### src/rtl/spi_slv_modport_pkg.sv
// ---------------------------------------------------------------------------
// spi_slv_modport_pkg
// Shared definitions for the SPI-slave-to-bus bridge: frame FSM state
// encoding, slot boundaries of the read/write frames, status byte layout.
// ---------------------------------------------------------------------------
package spi_slv_modport_pkg;

  typedef enum logic [2:0] {
    ST_IDLE,
    ST_INSTR,
    ST_GAP,
    ST_ADDR,
    ST_DATA_IO,
    ST_DUMMY,
    ST_STATUS
  } state_t;

  // Slot numbers count sck rising edges from the ss_n falling edge (first = 1).
  localparam logic [6:0] SLOT_INSTR_END     = 7'd8;
  localparam logic [6:0] SLOT_GAP1          = 7'd9;
  localparam logic [6:0] SLOT_ADDR_END      = 7'd41;
  localparam logic [6:0] SLOT_RD_DATA_FIRST = 7'd49;
  localparam logic [6:0] SLOT_WR_DATA_END   = 7'd73;
  localparam logic [6:0] SLOT_RD_DATA_LAST  = 7'd80;
  localparam logic [6:0] SLOT_GAP2          = 7'd81;
  localparam logic [6:0] SLOT_STATUS_FIRST  = 7'd82;
  localparam logic [6:0] SLOT_STATUS_LAST   = 7'd89;

  // Status byte: [7:4] marker, then flag bits below.
  localparam int unsigned STAT_ACK     = 0;
  localparam int unsigned STAT_ERR     = 1;
  localparam int unsigned STAT_TIMEOUT = 2;
  localparam int unsigned STAT_ILLEGAL = 3;
  localparam logic [3:0]  STATUS_MARKER = 4'hA;

endpackage

### src/rtl/spi_slv_modport_sync_edge.sv
// ---------------------------------------------------------------------------
// spi_sync_edge
// STAGES-deep synchronizer for one asynchronous input plus single-clk
// rise/fall pulses derived from the synchronized level.
//   i_clk, i_rst : clock, synchronous active-high reset
//   i_async      : asynchronous input
//   o_sync       : synchronized level (RST_VAL while in reset)
//   o_rise/o_fall: one-clk pulses on synchronized edges
// ---------------------------------------------------------------------------
module spi_sync_edge #(
  parameter int unsigned STAGES  = 2,
  parameter logic        RST_VAL = 1'b0
) (
  input  logic i_clk,
  input  logic i_rst,
  input  logic i_async,
  output logic o_sync,
  output logic o_rise,
  output logic o_fall
);

  logic [STAGES-1:0] r_chain;
  logic              r_prev;

  always_ff @(posedge i_clk) begin
    if (i_rst) begin
      r_chain <= {STAGES{RST_VAL}};
      r_prev  <= RST_VAL;
    end else begin
      r_chain[0] <= i_async;
      for (int unsigned i = 1; i < STAGES; i++) begin
        r_chain[i] <= r_chain[i-1];
      end
      r_prev <= r_chain[STAGES-1];
    end
  end

  assign o_sync = r_chain[STAGES-1];
  assign o_rise = o_sync & ~r_prev;
  assign o_fall = ~o_sync & r_prev;

endmodule

### src/rtl/spi_slv_modport.sv
// ---------------------------------------------------------------------------
// spi_slv_modport
// SPI mode-0 slave that turns one SPI frame into one 32-bit bus access.
// Read frame : instr 1..8, gap 9, addr 10..41, dummy 42..48,
//              rdata on miso 49..80, gap 81, status on miso 82..89.
// Write frame: instr 1..8, gap 9, addr 10..41, wdata 42..73,
//              dummy 74..81, status on miso 82..89.
// Ports:
//   clk, rst            : clock, synchronous active-high reset
//   sck, ss_n, mosi     : SPI inputs (asynchronous to clk)
//   miso                : SPI data out, always driven
//   bus_req, bus_we     : bus request / write select
//   bus_addr, bus_wdata : bus address / write data (held while bus_req)
//   bus_ack, bus_err    : bus completion / error
//   bus_rdata           : read data, valid with bus_ack
// ---------------------------------------------------------------------------
module spi_slv_modport
  import spi_slv_modport_pkg::*;
#(
  parameter int unsigned SYNC_STAGES = 2,
  parameter logic [7:0]  INSTR_WR    = 8'h00,
  parameter logic [7:0]  INSTR_RD    = 8'h01
) (
  input  logic        clk,
  input  logic        rst,
  input  logic        sck,
  input  logic        ss_n,
  input  logic        mosi,
  output logic        miso,
  output logic        bus_req,
  output logic        bus_we,
  output logic [31:0] bus_addr,
  output logic [31:0] bus_wdata,
  input  logic        bus_ack,
  input  logic        bus_err,
  input  logic [31:0] bus_rdata
);

  // Cycles after reset before the synchronized ss_n reflects the pin.
  localparam logic [7:0] FLUSH_CYCLES = 8'(SYNC_STAGES + 1);

  logic w_sck, w_sck_rise, w_sck_fall;
  logic w_ss, w_ss_rise, w_ss_fall;
  logic w_mosi, w_mosi_rise, w_mosi_fall;

  spi_sync_edge #(.STAGES(SYNC_STAGES), .RST_VAL(1'b0)) u_sync_sck (
    .i_clk(clk), .i_rst(rst), .i_async(sck),
    .o_sync(w_sck), .o_rise(w_sck_rise), .o_fall(w_sck_fall)
  );
  spi_sync_edge #(.STAGES(SYNC_STAGES), .RST_VAL(1'b1)) u_sync_ss (
    .i_clk(clk), .i_rst(rst), .i_async(ss_n),
    .o_sync(w_ss), .o_rise(w_ss_rise), .o_fall(w_ss_fall)
  );
  spi_sync_edge #(.STAGES(SYNC_STAGES), .RST_VAL(1'b0)) u_sync_mosi (
    .i_clk(clk), .i_rst(rst), .i_async(mosi),
    .o_sync(w_mosi), .o_rise(w_mosi_rise), .o_fall(w_mosi_fall)
  );

  state_t      r_state, w_state_next;
  logic [6:0]  r_slot;
  logic [31:0] r_shift;
  logic        r_is_wr, r_illegal, r_timeout, r_err, r_ack;
  logic [31:0] r_rdata, r_addr_cap;
  logic        r_req, r_we, r_discard;
  logic [31:0] r_addr, r_wdata;
  logic        r_miso;
  logic [7:0]  r_flush;
  logic        r_armed;

  logic        w_active, w_frame_start, w_rise, w_fall;
  logic [6:0]  w_slot_next;
  logic [31:0] w_cap, w_rd_word;
  logic        w_bus_done, w_deadline, w_issue;
  logic [7:0]  w_status;
  logic        w_miso_next;
  logic        w_unused;

  assign w_unused = ^{w_sck, w_ss_rise, w_mosi_rise, w_mosi_fall, r_shift[31]};

  assign w_active      = (r_state != ST_IDLE);
  // Only a falling edge seen after ss_n was observed high counts as a frame start.
  assign w_frame_start = w_ss_fall && r_armed;
  // ss_n high wins over any sck edge in the same clk.
  assign w_rise        = w_sck_rise && !w_ss && w_active;
  assign w_fall        = w_sck_fall && !w_ss && w_active;
  assign w_slot_next   = r_slot + 7'd1;
  assign w_cap         = {r_shift[30:0], w_mosi};
  assign w_bus_done    = r_req && (bus_ack || bus_err);
  assign w_deadline    = w_fall && r_req && !r_discard && !w_bus_done &&
                         ((r_is_wr  && (w_slot_next == SLOT_STATUS_FIRST)) ||
                          (!r_is_wr && (w_slot_next == SLOT_RD_DATA_FIRST)));
  assign w_issue       = w_rise && !r_illegal &&
                         ((!r_is_wr && (w_slot_next == SLOT_ADDR_END)) ||
                          (r_is_wr  && (w_slot_next == SLOT_WR_DATA_END)));

  // Forward bus_rdata when the ack lands on the same clk as the first data bit.
  assign w_rd_word = (w_bus_done && !r_discard && !bus_err && !r_we) ? bus_rdata : r_rdata;

  always_comb begin
    w_status               = '0;
    w_status[7:4]          = STATUS_MARKER;
    w_status[STAT_ILLEGAL] = r_illegal;
    w_status[STAT_TIMEOUT] = r_timeout;
    w_status[STAT_ERR]     = r_err;
    w_status[STAT_ACK]     = r_ack;
  end

  always_comb begin
    w_miso_next = 1'b0;
    if (!r_is_wr && (w_slot_next >= SLOT_RD_DATA_FIRST) && (w_slot_next <= SLOT_RD_DATA_LAST)) begin
      w_miso_next = w_rd_word[5'(SLOT_RD_DATA_LAST - w_slot_next)];
    end else if ((w_slot_next >= SLOT_STATUS_FIRST) && (w_slot_next <= SLOT_STATUS_LAST)) begin
      w_miso_next = w_status[3'(SLOT_STATUS_LAST - w_slot_next)];
    end
  end

  always_ff @(posedge clk) begin
    if (rst) r_state <= ST_IDLE;
    else     r_state <= w_state_next;
  end

  always_comb begin
    w_state_next = r_state;
    if (w_ss) begin
      w_state_next = ST_IDLE;
    end else if (w_frame_start) begin
      w_state_next = ST_INSTR;
    end else if (w_rise) begin
      unique case (r_state)
        ST_INSTR:   if (w_slot_next == SLOT_INSTR_END) w_state_next = ST_GAP;
        ST_GAP: begin
          if (w_slot_next == SLOT_GAP1)      w_state_next = ST_ADDR;
          else if (w_slot_next == SLOT_GAP2) w_state_next = ST_STATUS;
        end
        ST_ADDR:    if (w_slot_next == SLOT_ADDR_END) w_state_next = r_is_wr ? ST_DATA_IO : ST_DUMMY;
        ST_DATA_IO: begin
          if (r_is_wr && (w_slot_next == SLOT_WR_DATA_END))        w_state_next = ST_DUMMY;
          else if (!r_is_wr && (w_slot_next == SLOT_RD_DATA_LAST)) w_state_next = ST_GAP;
        end
        ST_DUMMY: begin
          if (r_is_wr && (w_slot_next == SLOT_GAP2)) w_state_next = ST_STATUS;
          else if (!r_is_wr && (w_slot_next == SLOT_RD_DATA_FIRST - 7'd1)) w_state_next = ST_DATA_IO;
        end
        ST_STATUS:  if (w_slot_next == SLOT_STATUS_LAST) w_state_next = ST_IDLE;
        default: ;
      endcase
    end
  end

  always_ff @(posedge clk) begin
    if (rst) begin
      r_slot     <= '0;
      r_shift    <= '0;
      r_is_wr    <= 1'b0;
      r_illegal  <= 1'b0;
      r_timeout  <= 1'b0;
      r_err      <= 1'b0;
      r_ack      <= 1'b0;
      r_rdata    <= '0;
      r_addr_cap <= '0;
      r_req      <= 1'b0;
      r_we       <= 1'b0;
      r_discard  <= 1'b0;
      r_addr     <= '0;
      r_wdata    <= '0;
      r_miso     <= 1'b0;
      r_flush    <= '0;
      r_armed    <= 1'b0;
    end else begin
      if (r_flush != FLUSH_CYCLES) r_flush <= r_flush + 8'd1;
      else if (w_ss)               r_armed <= 1'b1;

      if (w_ss || w_frame_start) begin
        r_slot <= '0;
      end else if (w_rise) begin
        r_slot  <= w_slot_next;
        r_shift <= w_cap;
      end

      if (w_ss || w_frame_start) r_miso <= 1'b0;
      else if (w_sck_fall)       r_miso <= w_active && w_miso_next;

      if (w_frame_start) begin
        r_is_wr   <= 1'b0;
        r_illegal <= 1'b0;
        r_timeout <= 1'b0;
        r_err     <= 1'b0;
        r_ack     <= 1'b0;
        r_rdata   <= '0;
      end

      if (w_rise && (w_slot_next == SLOT_INSTR_END)) begin
        r_is_wr   <= (w_cap[7:0] == INSTR_WR);
        r_illegal <= (w_cap[7:0] != INSTR_WR) && (w_cap[7:0] != INSTR_RD);
      end

      if (w_rise && (w_slot_next == SLOT_ADDR_END)) r_addr_cap <= w_cap;

      if (w_bus_done) begin
        r_req     <= 1'b0;
        r_discard <= 1'b0;
        if (!r_discard) begin
          if (bus_err) begin
            r_err <= 1'b1;
          end else begin
            r_ack <= 1'b1;
            if (!r_we) r_rdata <= bus_rdata;
          end
        end
      end else if (w_deadline) begin
        r_req     <= 1'b0;
        r_timeout <= 1'b1;
      end else if (w_ss && r_req) begin
        // Aborted frame: let the access finish on the bus but drop its result.
        r_discard <= 1'b1;
      end

      if (w_issue) begin
        if (r_req) begin
          // An aborted frame's access is still outstanding; report instead of reissuing.
          r_timeout <= 1'b1;
        end else begin
          r_req <= 1'b1;
          r_we  <= r_is_wr;
          if (r_is_wr) begin
            r_addr  <= r_addr_cap;
            r_wdata <= w_cap;
          end else begin
            r_addr <= w_cap;
          end
        end
      end
    end
  end

  assign miso      = r_miso;
  assign bus_req   = r_req;
  assign bus_we    = r_we;
  assign bus_addr  = r_addr;
  assign bus_wdata = r_wdata;

endmodule

### config.mk
export PLATFORM = sky130hd
export DESIGN_NAME = spi_slv_modport
export DESIGN_NICKNAME = d
export VERILOG_FILES = /design/src/rtl/spi_slv_modport_pkg.sv /design/src/rtl/spi_slv_modport_sync_edge.sv /design/src/rtl/spi_slv_modport.sv
export SDC_FILE = /design/constraint.sdc
export NUM_CORES = 1
export LEC_CHECK = 0
export ABC_CLOCK_PERIOD_IN_PS = 4370
export BUFFER_PORTS_ARGS = -buffer_cell sky130_fd_sc_hd__buf_2
export CAP_MARGIN = 30
export CORE_ASPECT_RATIO = 1.5
export CORE_MARGIN = 1
export CORE_UTILIZATION = 55
export CTS_BUF_LIST = sky130_fd_sc_hd__clkbuf_4 sky130_fd_sc_hd__clkbuf_8
export DETAILED_ROUTE_END_ITERATION = 12
export PLACE_DENSITY = 0.86
export SLEW_MARGIN = 10
export SYNTH_ARGS = -nofsm -noshare
export SYNTH_HDL_FRONTEND = slang
export SYNTH_SLANG_ARGS = --single-unit
### constraint.sdc
create_clock -name clk -period 4.37 [get_ports clk]
set_input_delay 0.874 -clock clk [delete_from_list [all_inputs] [get_ports clk]]
set_output_delay 0.874 -clock clk [all_outputs]
set_load 0.05 [all_outputs]
# Word level (Yosys, flattened, before mapping)

Index checks and enable logic that the tools add are counted.
W data, S select, Z words.

Add/sub/neg operators: 4
$lt $le $gt $ge: 6
Equality and inequality tests: 30
Mux-type cells: 46
Bitwise gates (word level): 10
Reductions and logical operators: 59

Operator list:

| kind                  | number |
|---|---|
| $mux W32              | 7 |
| $eq A7 B7 Y1 const B  | 5 |
| $logic_and A1 B1 Y1   | 30 |
| $mux W1               | 27 |
| $mux W3               | 9 |
| $eq A7 B6 Y1 const B  | 3 |
| $ne A3 B3 Y1 const B  | 6 |
| $pmux W3 S6           | 1 |
| $reduce_and A8 Y1     | 2 |
| $eq A7 B4 Y1 const B  | 2 |
| $le A7 B7 Y1 const B  | 2 |
| $ne A4 B4 Y1 const B  | 3 |
| $eq A3 B3 Y1 const B  | 3 |
| $add A8 B1 Y8 const B | 1 |
| $logic_not A8 Y1      | 1 |
| $ne A8 B1 Y1 const B  | 1 |
| $ne A8 B2 Y1 const B  | 1 |
| $reduce_and A2 Y1     | 4 |
| $reduce_bool A8 Y1    | 1 |
| $add A7 B1 Y7 const B | 1 |
| $ge A7 B6 Y1 const B  | 1 |
| $ge A7 B7 Y1 const B  | 1 |
| $logic_not A1 Y1      | 7 |
| $not A1 Y1            | 7 |
| other kinds (18)      | 29 |

Register bits: 195
Bits of input ports: 39
Output and inout port bits: 67
Word-level logic and storage cells: 179

# Longest topological paths before layout

Gate-level depths: netlist (run 1).

Depth in word-level cells: 12
Mapped depth: 15
Depth with buffers taken out: 12

# Modules after synthesis

From an unflattened synthesis (run 1), not the netlist that was laid out.

Cells, all modules: 1051
Area, all modules: 8762.2 um^2

Modules (own cells, without submodules):

| module                          | instances | cells an instance | area each (um^2) | sequential area each (um^2) |
|---|---|---|---|---|
| spi_slv_modport                 | 1         | 1027              | 8486.9           | 3743.6 |
| spi_sync_edge (u_sync_mosi ...) | 2         | 8                 | 91.3             | 60.1 |
| spi_sync_edge (u_sync_ss)       | 1         | 8                 | 92.6             | 60.1 |

# Least setup slack after synthesis (run 1)

Ideal clock, no wire load.

Kind: register to register
From: register r_slot[0]
To: register r_miso, in the netlist miso
Setup time: 0.060 ns
Arrival: 2.991 ns
Required time: 4.310 ns
Slack: 1.319 ns
Cell stages (with the launch flop): 16
Buffers on the path: 3
Period minus slack after synthesis: 3.051 ns
Cells stage by stage: dfxtp_1 > buf_2 > inv_1 > ha_1 > clkbuf_1 > inv_1 > clkbuf_1 > ha_1 > nand4b_1 > o21ai_0 > xnor2_1 > nand4_1 > o311ai_0 > o21bai_1 > o211ai_1 > o311a_1

Word-level cells in the longest chain between the ends: 7
Elaborated cells between the ends (all ways): 17
Those cells by class: add/sub (3); order compare (4); mux (6); reduce/logical (4)

Ends and longest elaborated chain:

| item                                                  | line                   | RTL |
|---|---|---|
| from (decl)                                           | spi_slv_modport.sv:60  | `logic [6:0] r_slot;` |
| from (signal assigned)                                | spi_slv_modport.sv:176 | `r_slot <= w_slot_next;` |
| $add A7 B1 Y7 (*)                                     | spi_slv_modport.sv:86  | `assign w_slot_next = r_slot + 7'd1;` |
| named net w_slot_next[0]                              | spi_slv_modport.sv:71  | `logic [6:0] w_slot_next;` |
| branches (longest 4 deep; another with $sub A5 B5 Y5) | n/a                    |  |
| $mux W1 (*)                                           | spi_slv_modport.sv:110 | `if (!r_is_wr && (w_slot_next >= SLOT_RD_DATA_FIRST) && (w_slot_next <= SLOT_RD_DATA_LAST)) begin` |
| $logic_and A1 B1 Y1 (*)                               | spi_slv_modport.sv:181 | `else if (w_sck_fall) r_miso <= w_active && w_miso_next;` |
| to (signal assigned)                                  | spi_slv_modport.sv:181 |  |
| to (decl)                                             | spi_slv_modport.sv:66  | `logic r_miso;` |

Mark *: on every way through the listed nets, which the timed path passes. The select of a mux whose other input is x is not followed.
A chain may end at the register's enable or synchronous reset.

# Final worst setup path (run 1)

From: register r_slot[1]
To: register r_wdata[2], in the netlist bus_wdata[2]

Word-level cells in the longest chain between the ends: 6
Elaborated cells between the ends (all ways): 8
Those cells by class: add/sub (1); eq/ne (2); reduce/logical (5)

Ends and longest elaborated chain:

| item                                                | line                                         | RTL |
|---|---|---|
| $add A7 B1 Y7 (*)                                   | spi_slv_modport.sv:86                        |  |
| $eq A7 B6 Y1 / $eq A7 B7 Y1 (equally long branches) | spi_slv_modport.sv:93, spi_slv_modport.sv:94 |  |
| $logic_and A1 B1 Y1, on equally long branches       | spi_slv_modport.sv:93, spi_slv_modport.sv:94 |  |
| $logic_or A1 B1 Y1 (*)                              | spi_slv_modport.sv:93                        | `((!r_is_wr && (w_slot_next == SLOT_ADDR_END)) \|\|` |
| $logic_and A1 B1 Y1 (*)                             | spi_slv_modport.sv:92                        | `assign w_issue = w_rise && !r_illegal &&` |
| $reduce_and A3 Y1 (no source line) (*)              | n/a                                          |  |
| to (signal assigned)                                | spi_slv_modport.sv:227                       | `r_wdata <= w_cap;` |
| to (decl)                                           | spi_slv_modport.sv:65                        | `logic [31:0] r_addr, r_wdata;` |

Mark *: on every way between the ends. The rest lies on a longest branch, timed or not.

==> flow_summary.ini, run 1 <==
[die]
num_rows = 56
start_util_pct = 56.09
die_h_um = 156.6
die_x_um = 105.1
die_area_sq_um = 16450
core_sq_um = 15630
ios = 106

[logic_synthesis]
ys_top_cells_by_area = dfxtp_1 (45%), nand2_1 (10%), a21oi_1 (7.2%)
ys_warn_count = 0
synth.distinct_cells = 72
ys_ff_latch = 195
synth.top_cell.area_share_pct = 44.54
synth_flop_cell = dfxtp_1
synth.largest_area_cell = dfxtp_1
synth_fp_nets = 1078
syn_avg_cell_area_sq_um = 8.493
async_flop_share_pct = 0
ys_seq_area_share_pct = 44.54
postSynthCellCount = 1032
synth-edff-count = 0
synth_area_sq_um = 8765

[global_routing]
grt_pass1_wl_mm = 34.14
overflow = 0
antenna_found_initial = 0
grt_pass1_vias = 7288
grt_max_degree = 67
grt_use_total_pct = 25.42

[sta]
hold_viol = 0
min_period_ns = 3.329
fin_hold_ws_ns = 0.4446
clock_skew_ns = 0.01743
setup_violations = 0
final.setup.worst_slack_ns = 1.041
tightest_slew_ns = 0.7671
post-route-period-util_pct = 76.18
fin_tns_setup_ns = 0
grt_setup_unrepaired = false
max_freq_ghz = 0.3004
relSlewSlack_pct = 48.39
slew_violations = 0

[clocking]
cts.sinks = 195
insertion_delay_ns = 0.46
cts_root_buf = clkbuf_8
htreeDepth = 4
cts_hold_buffers = 0
cts_setup_buffers = 0
path_clk_slew_ns = 0.09
clk_path_buf_depth = 2
cts_tree = built
cts_buffers = 17
cts_resized = 0

[power_and_ir_drop]
p_leak_nw = 3.357
peakVddDrop_v = 0.0002366
p_int_mw = 2.388
p_clk_share_pct = 39.0
switching_share_pct = 22.41
p_total_mw = 3.078
pwr-share-seq_pct = 58.4
powerDensity_nw_per_um2 = 317.9
p_switching_mw = 0.6896
power.share.combinational_pct = 2.7

[place]
dp_hpwl_mm = 13.91
dp_slack_ns = 1.061
gp_congestion = 0.9216
portBuffers = 105

[detailed_routing]
wirelength_mm = 20.40
via_per_inst = 5.768
wl_per_cell_um = 15.61
drt_iter0_markers = 457
via_count = 7539
drt-pass1-iter-count = 5
drtAntennaViolNets = 0
drc = 0

[worst_setup_path]
end_kind = flip-flop
start_kind = flip-flop
arrival_ns = 3.64
critPathRequiredTime_ns = 4.68
timing.rr.end = bus_wdata[2]
reg2regPathDepth = 9
crit_type = flip-flop to flip-flop
rr_startpoint = r_slot[1]
cp_max_fo = 33
reg2reg_slack_ns = 1.04

[worst_hold_path]
worstHoldPathType = flip-flop to flip-flop
hp-start = u_sync_mosi.r_chain[0]
hold_end = u_sync_mosi.r_chain[1]
hold_depth = 1

[status]
status = finished, final reports clean

[layout]
drive_gt1_share_pct = 18.93
fill_cells = 1298
final_nets = 1137
multiInputGateArea_sq_um = 4413
seq_area_sq_um = 3905
num_antenna_cells = 0
layout_common_cells = nand2_1 (237), dfxtp_1 (194), a21oi_1 (126), buf_2 (104), nor2_1 (95)
syn_to_final_growth_pct = 10.45
layout_commonest_cell = nand2_1

[run]
drv_cap = 0
==> routing by layer <==
layer	global-route usage (%)	vias up	part of all wire (%)	wire length [um]
met5	0	-	0	0
met4	11.07	0	2.5	518
met3	4.248	43	4.2	863
met2	46.39	235	53	10760
met1	29.07	3611	40	8255
li1	-	3650	-	-
==> stage by stage <==
step	area, sq um	std cells	util [%]
after floorplan	8765	1032	-
after global placement	9243	1274	59.15
after CTS	9681	1307	61.96
after global routing	9681	1307	61.96
final	9681	1307	61.96
after detailed placement	9270	1275	59.33
==> flip-flops by register name (all words and copies together) (netlist names), 3 cells and up <==
register and cells:
bus_addr 32, bus_wdata 32, r_addr_cap 32, r_flush 8
r_rdata 32, r_shift 31, r_slot 7, r_state 3
==> cells by family after synthesis <==
family / count (synthesis) / synth area share [%]
adders and majority gates: 7 / 0.9992
xor gates and xnor gates: 25 / 2.584
buffers and inverters: 92 / 5.225
AOI/OAI and AO/OA: 221 / 16.85
and+or+nand+nor: 432 / 21.80
DFF: 195 / 44.54
muxes: 60 / 8.009
==> how the worst max path moves through the flow <==
stage	from	to	depth (start not counted)	slack [ns]
floorplan	r_slot[0]	miso	15	1.32
global placement	r_slot[0]	miso	12	1.09
detailed placement	r_slot[0]	miso	12	1.06
CTS	r_slot[1]	bus_wdata[2]	9	1.05
global route	r_slot[1]	bus_wdata[16]	9	0.70
finish	r_slot[1]	bus_wdata[2]	9	1.04
==> critical path: stages, from the launching register on <==
cell and delay [ns]:
dfxtp_1 0.57, ha_1 0.53, and3_1 0.34, xnor2_1 0.21, nand2_2 0.12, nor4_2 0.31, o211a_4 0.38, nand2_2 0.43
nand2_1 0.22, a21oi_1 0.08
==> power groups by stage <==
stage | clock, mW | combinational, mW | sequential (mW)
floorplan | 0 | 0.0495 | 1.83
global placement | 0 | 0.0783 | 1.84
detailed placement | 0 | 0.0813 | 1.84
CTS | 1.22 | 0.0822 | 1.80
global route | 1.29 | 0.0903 | 1.80
finish | 1.20 | 0.0820 | 1.80
==> area by class of cell <==
cell class,count,share of cell area (%)
multi-input cells,745,45.59
flip-flops and latches,195,40.34
repair buffers,118,6.669
clock buffers,23,3.012
well taps,203,2.624
clock inverters,9,1.228
inverters,14,0.5428
==> cells in the mapped netlist (7+ instances only) <==
library cell and instances:
buf_2 17, ha_1 7, mux4_2 8, nor2_1 95
nand3_1 32, xor2_1 12, o21ai_0 15, inv_1 14
clkbuf_1 46, a31oi_1 7, a211oi_2 28, mux2i_1 51
buf_6 8, nand2_1 237, xnor2_1 12, a211oi_1 7
a21oi_1 126, dfxtp_1 195, nor3_1 11
Note: power is estimated with default switching activity, not from simulation.
==> run 2, diff against run 1 <==
Settings changed: ABC_CLOCK_PERIOD_IN_PS 4370 to 3100.
Clock period 4.37 ns to 3.1 ns, I/O delays scaled along.
==> flow_summary.ini, run 2 (synthesis results as in run 1) <==
[status]
status = finished, final reports clean

[clocking]
cts_tree = built
cts_setup_buffers = 0
insertion_delay_ns = 0.47
path_clk_slew_ns = 0.09
cts.sinks = 195
cts_hold_buffers = 0
clk_path_buf_depth = 2
htreeDepth = 4
cts_resized = 0
cts_root_buf = clkbuf_8
cts_buffers = 17

[sta]
post-route-period-util_pct = 91.09
max_freq_ghz = 0.3541
clock_skew_ns = 0.009666
fin_hold_ws_ns = 0.3569
hold_viol = 0
min_period_ns = 2.824
grt_setup_unrepaired = false
setup_violations = 0
relSlewSlack_pct = 47.15
slew_violations = 0
final.setup.worst_slack_ns = 0.2761
tightest_slew_ns = 0.7855
fin_tns_setup_ns = 0

[place]
dp_hpwl_mm = 14.08
portBuffers = 105
dp_cells = 1292
gp_congestion = 0.9332
dp_slack_ns = 0.2500

[layout]
layout_common_cells = nand2_1 (237), dfxtp_1 (194), a21oi_1 (126), buf_2 (104), nor2_1 (95)
syn_to_final_growth_pct = 11.71
layout_commonest_cell = nand2_1
drive_gt1_share_pct = 20.09
final_nets = 1154
final_cell_count_no_fill = 1323
num_antenna_cells = 0

[worst_setup_path]
cpPeakStageDelay_ns = 0.42
end_kind = flip-flop
crit_path_frequent_cell = buf_4
cp_cell_sequence = ha_1 > buf_4 > nand2_1 > nor3_2 > a211oi_2 > buf_4 > nor4b_1 > nor3_1 > nor4_4 > o2111ai_1 > o311a_1
cp_max_fo = 8
start_kind = flip-flop
crit_slowest_cell = nor4_4
critPathRequiredTime_ns = 3.46
crit_buf_inv = 2
arrival_ns = 3.18
crit_type = flip-flop to flip-flop
critPathTopFamily = simple AND/OR/NAND/NOR gates

[power_and_ir_drop]
p_total_mw = 4.147
peakVddDrop_v = 0.0004358
p_leak_nw = 3.426
powerDensity_nw_per_um2 = 423.5

[die]
die_x_um = 105.1
core_sq_um = 15630
num_rows = 56
ios = 106
start_util_pct = 56.09
die_area_sq_um = 16450
die_h_um = 156.6

[global_routing]
busiest_layer = met2
overflow = 0
grt_pass1_wl_mm = 33.25
use_met1_pct = 29.24
grt_util_met3_pct = 4.332
grt_max_degree = 134
met2_usage_pct = 44.75
grt_use_total_pct = 25.15
antenna_found_initial = 0
grt_pass1_vias = 7059

[worst_hold_path]
worstHoldPathType = primary input to flip-flop

[detailed_routing]
wirelength_mm = 20.51
via_per_inst = 5.701
via_count = 7543
drt_iter0_markers = 377
drt-pass1-iter-count = 4
drtAntennaViolNets = 0
drc = 0
wl_per_cell_um = 15.50

[run]
drv_cap = 0
run 2: cell type report:
type                    count  area [sq um]
fillers                  1332          5834
clock buffers              21         276.5
inverters                  14         52.55
clock inverters            10         73.82
repair buffers            135         815.8
flip-flops and latches    195          3905
well taps                 203         254.0
multi-input cells         745          4413
run 2: worst reg2reg max path, stage by stage, from the launching register on:
cell       delay, ns
dfxtp_1         0.41
ha_1            0.34
buf_4           0.22
nand2_1         0.08
nor3_2          0.14
a211oi_2        0.12
buf_4           0.19
nor4b_1         0.36
nor3_1          0.14
nor4_4          0.42
o2111ai_1       0.18
o311a_1         0.14
run 2: stage by stage:
| stage | util [%] | area [sq um] |
|---|---|---|
| 6_report | 62.66 | 9791 |
| 5_1_grt | 62.66 | 9791 |
| 4_1_cts | 62.66 | 9791 |
| 3_5_place_dp | 60.42 | 9440 |
| 3_3_place_gp | 60.42 | 9440 |
| 2_1_floorplan | - | 8765 |
run 2: metal layers:
| metal | share of wire, % | up-vias |
|---|---|---|
| li1 | - | 3673 |
| met4 | 3.1 | 0 |
| met1 | 40 | 3609 |
| met3 | 4.6 | 48 |
| met5 | 0 | - |
| met2 | 52 | 213 |
run 2: worst paths after layout:
| kind | startpoint | to | slack, ns | depth (start not counted) |
|---|---|---|---|---|
| setup / recovery | r_slot[0] | r_state[0] | 0.28 | 11 |
| setup reg to reg | r_slot[0] | r_state[0] | 0.28 | 11 |
| hold reg to reg | u_sync_ss.r_chain[0] | u_sync_ss.r_chain[1] | 0.43 | 1 |
| hold / removal | mosi | u_sync_mosi.r_chain[0] | 0.36 | 2 |
run 2: where the power goes:
group | leakage, nW | switching, mW | total (mW) | internal [mW]
sequential | 1.57 | 0.0147 | 2.53 | 2.52
clock | 0.185 | 0.881 | 1.50 | 0.619
combinational | 1.67 | 0.0736 | 0.115 | 0.0413
==> run 3, diff against run 2 <==
Settings changed: PLACE_DENSITY 0.86 to 0.79.
==> flow_summary.ini, run 3 (synthesis results as in run 1) <==
[worst_setup_path]
cp_cell_sequence = ha_1 > buf_4 > xnor2_2 > ha_1 > nand4b_1 > o21ai_0 > xnor2_1 > nand4_1 > o311ai_0 > o21bai_1 > o211ai_1 > o311a_1
timing.rr.end = miso
reg2reg_slack_ns = 0.32
rr_startpoint = r_slot[0]
startpoint = r_slot[0]
crit_type = flip-flop to flip-flop
cpPeakStageDelay_ns = 0.35
crit_slowest_cell = xnor2_1
cp_max_fo = 10
crit_path_frequent_cell = ha_1
start_kind = flip-flop
arrival_ns = 3.18
critPathRequiredTime_ns = 3.51
reg2regPathDepth = 12
critPathCapture = miso
end_kind = flip-flop

[power_and_ir_drop]
pwr-share-seq_pct = 59.9
p_switching_mw = 0.9656
powerDensity_nw_per_um2 = 430.9
p_leak_nw = 3.433
p_int_mw = 3.258
power.share.combinational_pct = 2.7
peakVddDrop_v = 0.0004429
p_clk_share_pct = 37.4
switching_share_pct = 22.86

[layout]
layout_common_cells = nand2_1 (237), dfxtp_1 (194), a21oi_1 (126), buf_2 (104), nor2_1 (95)
drive_gt1_share_pct = 20.09
final_cell_area_sq_um = 9803
layout_commonest_cell = nand2_1
num_antenna_cells = 0
final_nets = 1154
fill_cells = 1335
final_cell_count_no_fill = 1323
syn_to_final_growth_pct = 11.85

[global_routing]
antenna_found_initial = 0
grt_use_total_pct = 25.48
grt_pass1_vias = 7171
overflow = 0
grt_pass1_wl_mm = 33.74
grt_max_degree = 56

[status]
status = finished, final reports clean

[sta]
relSlewSlack_pct = 41.24
max_freq_ghz = 0.3602
min_period_ns = 2.777
hold_viol = 0
fin_hold_ws_ns = 0.3379
grt_setup_unrepaired = false
post-route-period-util_pct = 89.57
setup_violations = 0
final.setup.worst_slack_ns = 0.3235
tightest_slew_ns = 0.8733
fin_tns_setup_ns = 0
clock_skew_ns = 0.01408
slew_violations = 0

[die]
start_util_pct = 56.09
die_h_um = 156.6
die_area_sq_um = 16450
ios = 106
die_x_um = 105.1
num_rows = 56
core_sq_um = 15630

[detailed_routing]
via_per_inst = 5.653
wirelength_mm = 20.42
via_count = 7479
wl_per_cell_um = 15.43
drc = 0
drt_iter0_markers = 455
drt-pass1-iter-count = 5
drtAntennaViolNets = 0

[place]
place_area_sq_um = 9427
dp_cells = 1292
dp_hpwl_mm = 14.21
dp_slack_ns = 0.3083
gp_congestion = 0.9200
portBuffers = 105

[clocking]
cts_hold_buffers = 0
cts_buffers = 17
cts.sinks = 195
insertion_delay_ns = 0.47
cts_root_buf = clkbuf_8
cts_tree = built
htreeDepth = 4
cts_resized = 0
clk_path_buf_depth = 2
path_clk_slew_ns = 0.09
cts_setup_buffers = 0

[worst_hold_path]
worstHoldPathType = primary input to flip-flop

[run]
drv_cap = 0
==> run 3: cell count changes in the layout (fill, tap and decap cells not counted), sizes merged <==
cell    delta
bufinv     +1
inv        -1
==> run 3: critical path, delay by kind of cell, from the launching register on <==
kind	cells	cell delay (ns)
compound gates	5	0.70
xor+xnor	2	0.64
fa+ha+maj	2	0.59
flops	1	0.34
simple gates	2	0.26
buf+inv	1	0.20
==> run 3: metal layers <==
layer	share of wire (%)	global-route usage (%)
met5	0	0
met2	52	47.46
met4	2.9	11.87
met1	39	27.67
met3	5.2	4.831
==> run 3: stage by stage <==
stage	util [%]	power (mW)
after floorplan	-	2.655
after global placement	60.15	2.702
after detailed placement	60.33	2.703
after CTS	62.74	4.255
after global routing	62.74	4.376
final	62.74	4.224
==> run 3: power groups by stage <==
| stage | Sequential (mW) | Combinational, mW | Clock (mW) |
|---|---|---|---|
| after CTS | 2.53 | 0.115 | 1.61 |
| after global placement | 2.59 | 0.114 | 0 |
| after floorplan | 2.59 | 0.0698 | 0 |
| after global routing | 2.53 | 0.128 | 1.71 |
| after detailed placement | 2.59 | 0.114 | 0 |
| final | 2.53 | 0.114 | 1.58 |
==> run 3: cell type report <==
cell class | count | area, sq um | area share, %
multi-input combinational | 745 | 4413 | 45.02
tap | 203 | 254.0 | 2.591
inverter | 14 | 52.55 | 0.5361
sequential | 195 | 3905 | 39.83
clock inverter | 10 | 100.1 | 1.021
timing repair buffer | 135 | 802.0 | 8.181
clock buffer | 21 | 276.5 | 2.821
==> run 3: how the worst min path moves through the flow <==
stage	from	to	slack, ns	cells after the start
3_5_place_dp	u_sync_ss.r_chain[0]	u_sync_ss.r_chain[1]	0.40	1
5_1_grt	ss_n	u_sync_ss.r_chain[0]	0.32	2
3_3_place_gp	u_sync_ss.r_chain[0]	u_sync_ss.r_chain[1]	0.41	1
6_report	ss_n	u_sync_ss.r_chain[0]	0.34	2
2_1_floorplan	u_sync_ss.r_chain[0]	u_sync_ss.r_chain[1]	0.39	1
4_1_cts	ss_n	u_sync_ss.r_chain[0]	0.31	2
